===== config.mk =====
export PLATFORM = sky130hd
export DESIGN_NAME = lut_serial_loader_flat
export DESIGN_NICKNAME = d
export VERILOG_FILES = /design/src/rtl/lut_serial_loader_if.sv /design/src/rtl/lut_serial_loader.sv /design/src/flat_wrapper.sv
export SDC_FILE = /design/constraint.sdc
export NUM_CORES = 1
export LEC_CHECK = 0
export CAP_MARGIN = 20
export CORE_ASPECT_RATIO = 1.4
export CORE_MARGIN = 2
export CORE_UTILIZATION = 45
export CTS_BUF_LIST = sky130_fd_sc_hd__clkbuf_8
export DETAILED_ROUTE_END_ITERATION = 8
export GPL_ROUTABILITY_DRIVEN = 0
export GPL_TIMING_DRIVEN = 0
export HOLD_SLACK_MARGIN = 0.15
export PLACE_DENSITY = 0.72
export SLEW_MARGIN = 20
export SYNTH_ARGS = -nofsm -noshare
export SYNTH_HDL_FRONTEND = slang
export SYNTH_SLANG_ARGS = --single-unit

===== constraint.sdc =====
create_clock -name clk -period 5.4 [get_ports clk]
set_clock_uncertainty 0.1 [all_clocks]
set_input_delay 0.54 -clock clk [delete_from_list [all_inputs] [get_ports clk]]
set_output_delay 0.54 -clock clk [all_outputs]
set_load 0.01 [all_outputs]

===== src/rtl/lut_serial_loader_if.sv =====
// Parallel-load handshake and serial LUT pins between the upstream programmer
// and the serial-load LUT loader.
interface lut_serial_loader_if #(
  parameter int ENTRIES = 16,
  parameter int WIDTH   = 4
);
  localparam int N = ENTRIES * WIDTH;

  logic         start;
  logic [N-1:0] image;
  logic         busy;
  logic         done;
  logic         sd;
  logic         sclk;
  logic         scs_n;

  modport master (
    output start, image,
    input  busy, done, sd, sclk, scs_n
  );

  modport slave (
    input  start, image,
    output busy, done, sd, sclk, scs_n
  );
endinterface


===== src/rtl/lut_serial_loader.sv =====
// Serialises a parallel LUT image MSB first onto registered sd/sclk/scs_n pins,
// with CLK_DIV-cycle sclk phases and a CLK_DIV-cycle hold tail after the last edge.
module lut_serial_loader #(
  parameter int ENTRIES = 16,
  parameter int WIDTH   = 4,
  parameter int CLK_DIV = 1
) (
  input logic               clk,
  input logic               rst_n,
  lut_serial_loader_if.slave bus
);
  localparam int N  = ENTRIES * WIDTH;
  localparam int BW = $clog2(N + 1);
  localparam int PW = $clog2(CLK_DIV + 1);

  typedef enum logic [1:0] {IDLE, LOW, HIGH, TAIL} state_t;

  state_t       state_q, state_d;
  logic [N-1:0] shreg_q, shreg_d;
  logic [BW-1:0] bitcnt_q, bitcnt_d;
  logic [PW-1:0] phase_q, phase_d;
  logic         sd_q, sd_d;
  logic         sclk_q, sclk_d;
  logic         scs_n_q, scs_n_d;
  logic         busy_q, busy_d;
  logic         done_q, done_d;
  logic         phase_last;
  logic         last_bit;

  assign phase_last = (phase_q == PW'(CLK_DIV - 1));
  assign last_bit   = (bitcnt_q == BW'(N - 1));

  always_ff @(posedge clk) begin
    if (!rst_n) begin
      state_q  <= IDLE;
      bitcnt_q <= '0;
      phase_q  <= '0;
      sd_q     <= 1'b0;
      sclk_q   <= 1'b0;
      scs_n_q  <= 1'b1;
      busy_q   <= 1'b0;
      done_q   <= 1'b0;
    end else begin
      state_q  <= state_d;
      bitcnt_q <= bitcnt_d;
      phase_q  <= phase_d;
      sd_q     <= sd_d;
      sclk_q   <= sclk_d;
      scs_n_q  <= scs_n_d;
      busy_q   <= busy_d;
      done_q   <= done_d;
    end
    // The shift register is pure data; a fresh image is always latched on accept.
    shreg_q <= shreg_d;
  end

  always_comb begin
    state_d = state_q;
    case (state_q)
      IDLE:    if (bus.start) state_d = LOW;
      LOW:     if (phase_last) state_d = HIGH;
      HIGH:    if (phase_last) state_d = last_bit ? TAIL : LOW;
      TAIL:    if (phase_last) state_d = IDLE;
      default: state_d = IDLE;
    endcase
  end

  always_comb begin
    shreg_d  = shreg_q;
    bitcnt_d = bitcnt_q;
    phase_d  = '0;
    sd_d     = sd_q;
    sclk_d   = sclk_q;
    scs_n_d  = scs_n_q;
    busy_d   = busy_q;
    done_d   = 1'b0;
    case (state_q)
      IDLE: begin
        sd_d    = 1'b0;
        sclk_d  = 1'b0;
        scs_n_d = 1'b1;
        busy_d  = 1'b0;
        if (bus.start) begin
          shreg_d  = bus.image;
          bitcnt_d = '0;
          sd_d     = bus.image[N-1];
          scs_n_d  = 1'b0;
          busy_d   = 1'b1;
        end
      end
      LOW: begin
        if (phase_last) sclk_d = 1'b1;
        else            phase_d = phase_q + PW'(1);
      end
      HIGH: begin
        if (phase_last) begin
          shreg_d  = shreg_q << 1;
          bitcnt_d = bitcnt_q + BW'(1);
          sclk_d   = 1'b0;
          // sd only moves on the falling edge; it holds the last bit through TAIL.
          if (!last_bit) sd_d = shreg_q[N-2];
        end else begin
          phase_d = phase_q + PW'(1);
        end
      end
      TAIL: begin
        if (phase_last) begin
          scs_n_d = 1'b1;
          busy_d  = 1'b0;
          done_d  = 1'b1;
          sd_d    = 1'b0;
        end else begin
          phase_d = phase_q + PW'(1);
        end
      end
      default: begin
        sd_d    = 1'b0;
        sclk_d  = 1'b0;
        scs_n_d = 1'b1;
        busy_d  = 1'b0;
      end
    endcase
  end

  assign bus.sd    = sd_q;
  assign bus.sclk  = sclk_q;
  assign bus.scs_n = scs_n_q;
  assign bus.busy  = busy_q;
  assign bus.done  = done_q;
endmodule


===== src/flat_wrapper.sv =====
// flat-port wrapper written by rule: the top's interface ports become plain ports
module lut_serial_loader_flat 
#(
  parameter int ENTRIES = 16,
  parameter int WIDTH   = 4,
  parameter int CLK_DIV = 1
)
  (clk, rst_n, bus_start, bus_image, bus_busy, bus_done, bus_sd, bus_sclk, bus_scs_n);
  lut_serial_loader_if #(.ENTRIES(ENTRIES), .WIDTH(WIDTH)) bus_i ();
  input logic clk;
  input logic rst_n;
  input wire logic [$bits(bus_i.start)-1:0] bus_start;
  input wire logic [$bits(bus_i.image)-1:0] bus_image;
  output wire logic [$bits(bus_i.busy)-1:0] bus_busy;
  output wire logic [$bits(bus_i.done)-1:0] bus_done;
  output wire logic [$bits(bus_i.sd)-1:0] bus_sd;
  output wire logic [$bits(bus_i.sclk)-1:0] bus_sclk;
  output wire logic [$bits(bus_i.scs_n)-1:0] bus_scs_n;
  assign bus_i.start = bus_start;
  assign bus_i.image = bus_image;
  assign bus_busy = bus_i.busy;
  assign bus_done = bus_i.done;
  assign bus_sd = bus_i.sd;
  assign bus_sclk = bus_i.sclk;
  assign bus_scs_n = bus_i.scs_n;
  lut_serial_loader #(.ENTRIES(ENTRIES), .WIDTH(WIDTH), .CLK_DIV(CLK_DIV)) u_core (.clk(clk), .rst_n(rst_n), .bus(bus_i));
endmodule

==> impl_metrics.toml <==
[global_routing]
gr-usage-all-layers = 0.170
grt_pass1_vias = 2371
met1_usage = 0.210
antenna_found_initial = 0
grt_max_degree = 26
overflow = 0
grt_pass1_wl_um = 10700
grt.busiest_layer = "met2"
use_met2 = 0.275
grtUsageMet3 = 0.0513

[finish]
drive_above_1_share = 0.0851
fin_nets = 498
area_growth_pct = 31.8
design_area_um2 = 4480
stdcell_count = 532
n_antenna_cell = 0

[floorplanning]
initial_utilization = 0.462
die_width_um = 77.4
rows = 37
ioPinCount = 72
dieArea_um2 = 8270
fp.coreArea_um2 = 7360
die_y_um = 107

[yosys]
syn_nets = 413
syn_avg_cell_area_um2 = 9.85
synthDistinctLibCells = 33
synth_warnings = 0
synth_area_um2 = 3400
seq_area_frac_synth = 0.645
ys_ff_latch = 78
syn_inst = 345

[timing]
period_minus_slack_ps = 2040
max_freq_mhz = 491
hold_slack_ps = 360
period_share = 0.377
setup_violations = 0
finalHoldViolations = 0
rsz0062_at_grt = "false"
fin_ws_ps = 3360
tns_ps = 0
report.final.slew_viol_count = 0

[clock_tree]
cts_resized = 0
ctsRootBufferMaster = "clkbuf_8"
post_cts_buffers = 0
htreeDepth = 3
worstSkewPairLatency_ps = 350
clkTransAtPathRegs_ps = 80
cts_tree = "done"
ctsHoldBuffers = 0
cts_sinks = 78
cts_max_path_buffers = 2
cts-buffers-inserted = 9

[outcome]
status = "finished, final reports clean"

[hold_path]
hold_path_class = "reg -> reg"

[route]
drcViolationCount = 0
via_per_inst = 4.73
drtIter0Drc = 109
finalWirelength_um = 6520
wl_per_cell_um = 12.3
first_pass_iters = 4
vias = 2516
ant_nets = 0

[setup_path]
cp-start-kind = "input pin"
worstPathRequired_ps = 5570
cp_max_fo = 25
endpoint_kind = "flip-flop"
crit_type = "in -> reg"
arrival_ps = 2210

[place]
dp_cells = 516
place_ws_ps = 3010
dp_hpwl_um = 4650
port_buffers = 71
placed_area_um2 = 4320

[pwr]
powerDensity_nw_per_um2 = 279
peakVddDrop_uv = 163
p_leak_uw = 0.00183

[run]
cap_violations = 0
[logic make-up after synthesis]
| kind of cell | share of synthesized area |
|---|---|
| xor gates and xnor gates | 0.0129 |
| DFF | 0.645 |
| other | 0.00110 |
| buffers and inverters | 0.0287 |
| adders and majority gates | 0.00368 |
| AOI/OAI and AO/OA | 0.0468 |
| muxes | 0.00295 |
| and+or+nand+nor | 0.259 |
[cell type report]
| cell class | count | area, um^2 |
|---|---|---|
| Inverter | 4 | 15.0 |
| Clock buffer | 9 | 124 |
| Sequential cell | 78 | 2190 |
| Timing Repair Buffer | 74 | 793 |
| Tap cell | 97 | 121 |
| Clock inverter | 7 | 33.8 |
| Fill cell | 634 | 2880 |
| Buffer | 17 | 82.6 |
| Multi-Input combinational cell | 246 | 1120 |
[report_power, final]
group	internal [uW]	total [uW]	switching, uW
sequential	710	726	15.7
clock	159	359	200
combinational	88.2	167	78.5
total	958	1250	294
[cells in the mapped netlist]
master | n | area share
inv_1 | 4 | 0.0044
a21oi_1 | 2 | 0.0029
o31ai_1 | 1 | 0.0022
and3_1 | 1 | 0.0018
o2bb2ai_1 | 1 | 0.0026
o22ai_1 | 1 | 0.0018
a21boi_1 | 1 | 0.0022
nor3_1 | 1 | 0.0015
xnor2_1 | 5 | 0.013
mux2i_1 | 1 | 0.0029
o21ai_1 | 1 | 0.0015
dfxtp_1 | 15 | 0.088
a211oi_1 | 1 | 0.0022
a211o_1 | 1 | 0.0026
a221oi_1 | 1 | 0.0026
nand2b_4 | 1 | 0.0040
conb_1 | 1 | 0.0011
a21oi_2 | 1 | 0.0026
nor2_1 | 7 | 0.0077
nand2b_1 | 3 | 0.0055
nand2_1 | 195 | 0.22
o221ai_1 | 1 | 0.0026
nand3_1 | 5 | 0.0074
o41ai_2 | 1 | 0.0048
clkbuf_1 | 2 | 0.0022
a2111oi_2 | 3 | 0.013
buf_2 | 15 | 0.022
nor2b_1 | 5 | 0.0092
and2_1 | 2 | 0.0037
o311a_1 | 1 | 0.0029
ha_1 | 1 | 0.0037
edfxtp_1 | 63 | 0.56
nand2b_2 | 1 | 0.0026
[worst max-delay path, cell delays in order]
cell and delay (ps):
clkdlybuf4s50_1 600, nand2b_4 120, a21oi_4 310, buf_16 210, buf_16 180, nand3_1 90
a21boi_1 140
[final timing paths]
kind                   from                 end  slack, ps  cells past startpoint
max               bus_start  u_core.bitcnt_q[1]       3360                      7
max reg2reg  u_core.phase_q  u_core.bitcnt_q[1]       3640                      6
min reg2reg   u_core.bus.sd       u_core.bus.sd        360                      2
min           u_core.bus.sd       u_core.bus.sd        360                      2
[registers in the layout, indices dropped and copies added (netlist names)]
register and flops:
u_core.bus.sclk 1, u_core.state_q 2, u_core.bus.busy 1, u_core.shreg_q 63
u_core.bus.done 1, u_core.bus.sd 1, u_core.bitcnt_q 7, u_core.phase_q 1
u_core.bus.scs_n 1
[metrics by stage]
stage	util	total power [uW]
after global placement	0.575	891
final	0.608	1250
after detailed placement	0.587	908
after floorplan	-	815
after CTS	0.608	1260
after global routing	0.608	1310
[per-layer routing]
layer  wire [um]  part of all wire
met1        2860              0.44
met2        3260              0.50
met3         290             0.044
met4         115             0.018
met5           0                 0
[layout by cell type, fill, tap and decap left out, types with 2 or more instances in the layout]
master           Yosys  routed
nor2_1               7       7
clkinv_1             0       2
a21oi_1              2       2
clkbuf_1             2       2
a2111oi_2            3       3
buf_2               15      15
nand3_1              5       5
nand2b_1             3       3
and2_1               2       2
buf_16               0       3
clkbuf_8             0       9
edfxtp_1            63      63
nand2_1            195     195
inv_1                4       6
dfxtp_1             15      15
clkinv_2             0       2
xnor2_1              5       5
clkdlybuf4s50_1      0      71
nor2b_1              5       5
(Power assumes the default switching activity.)
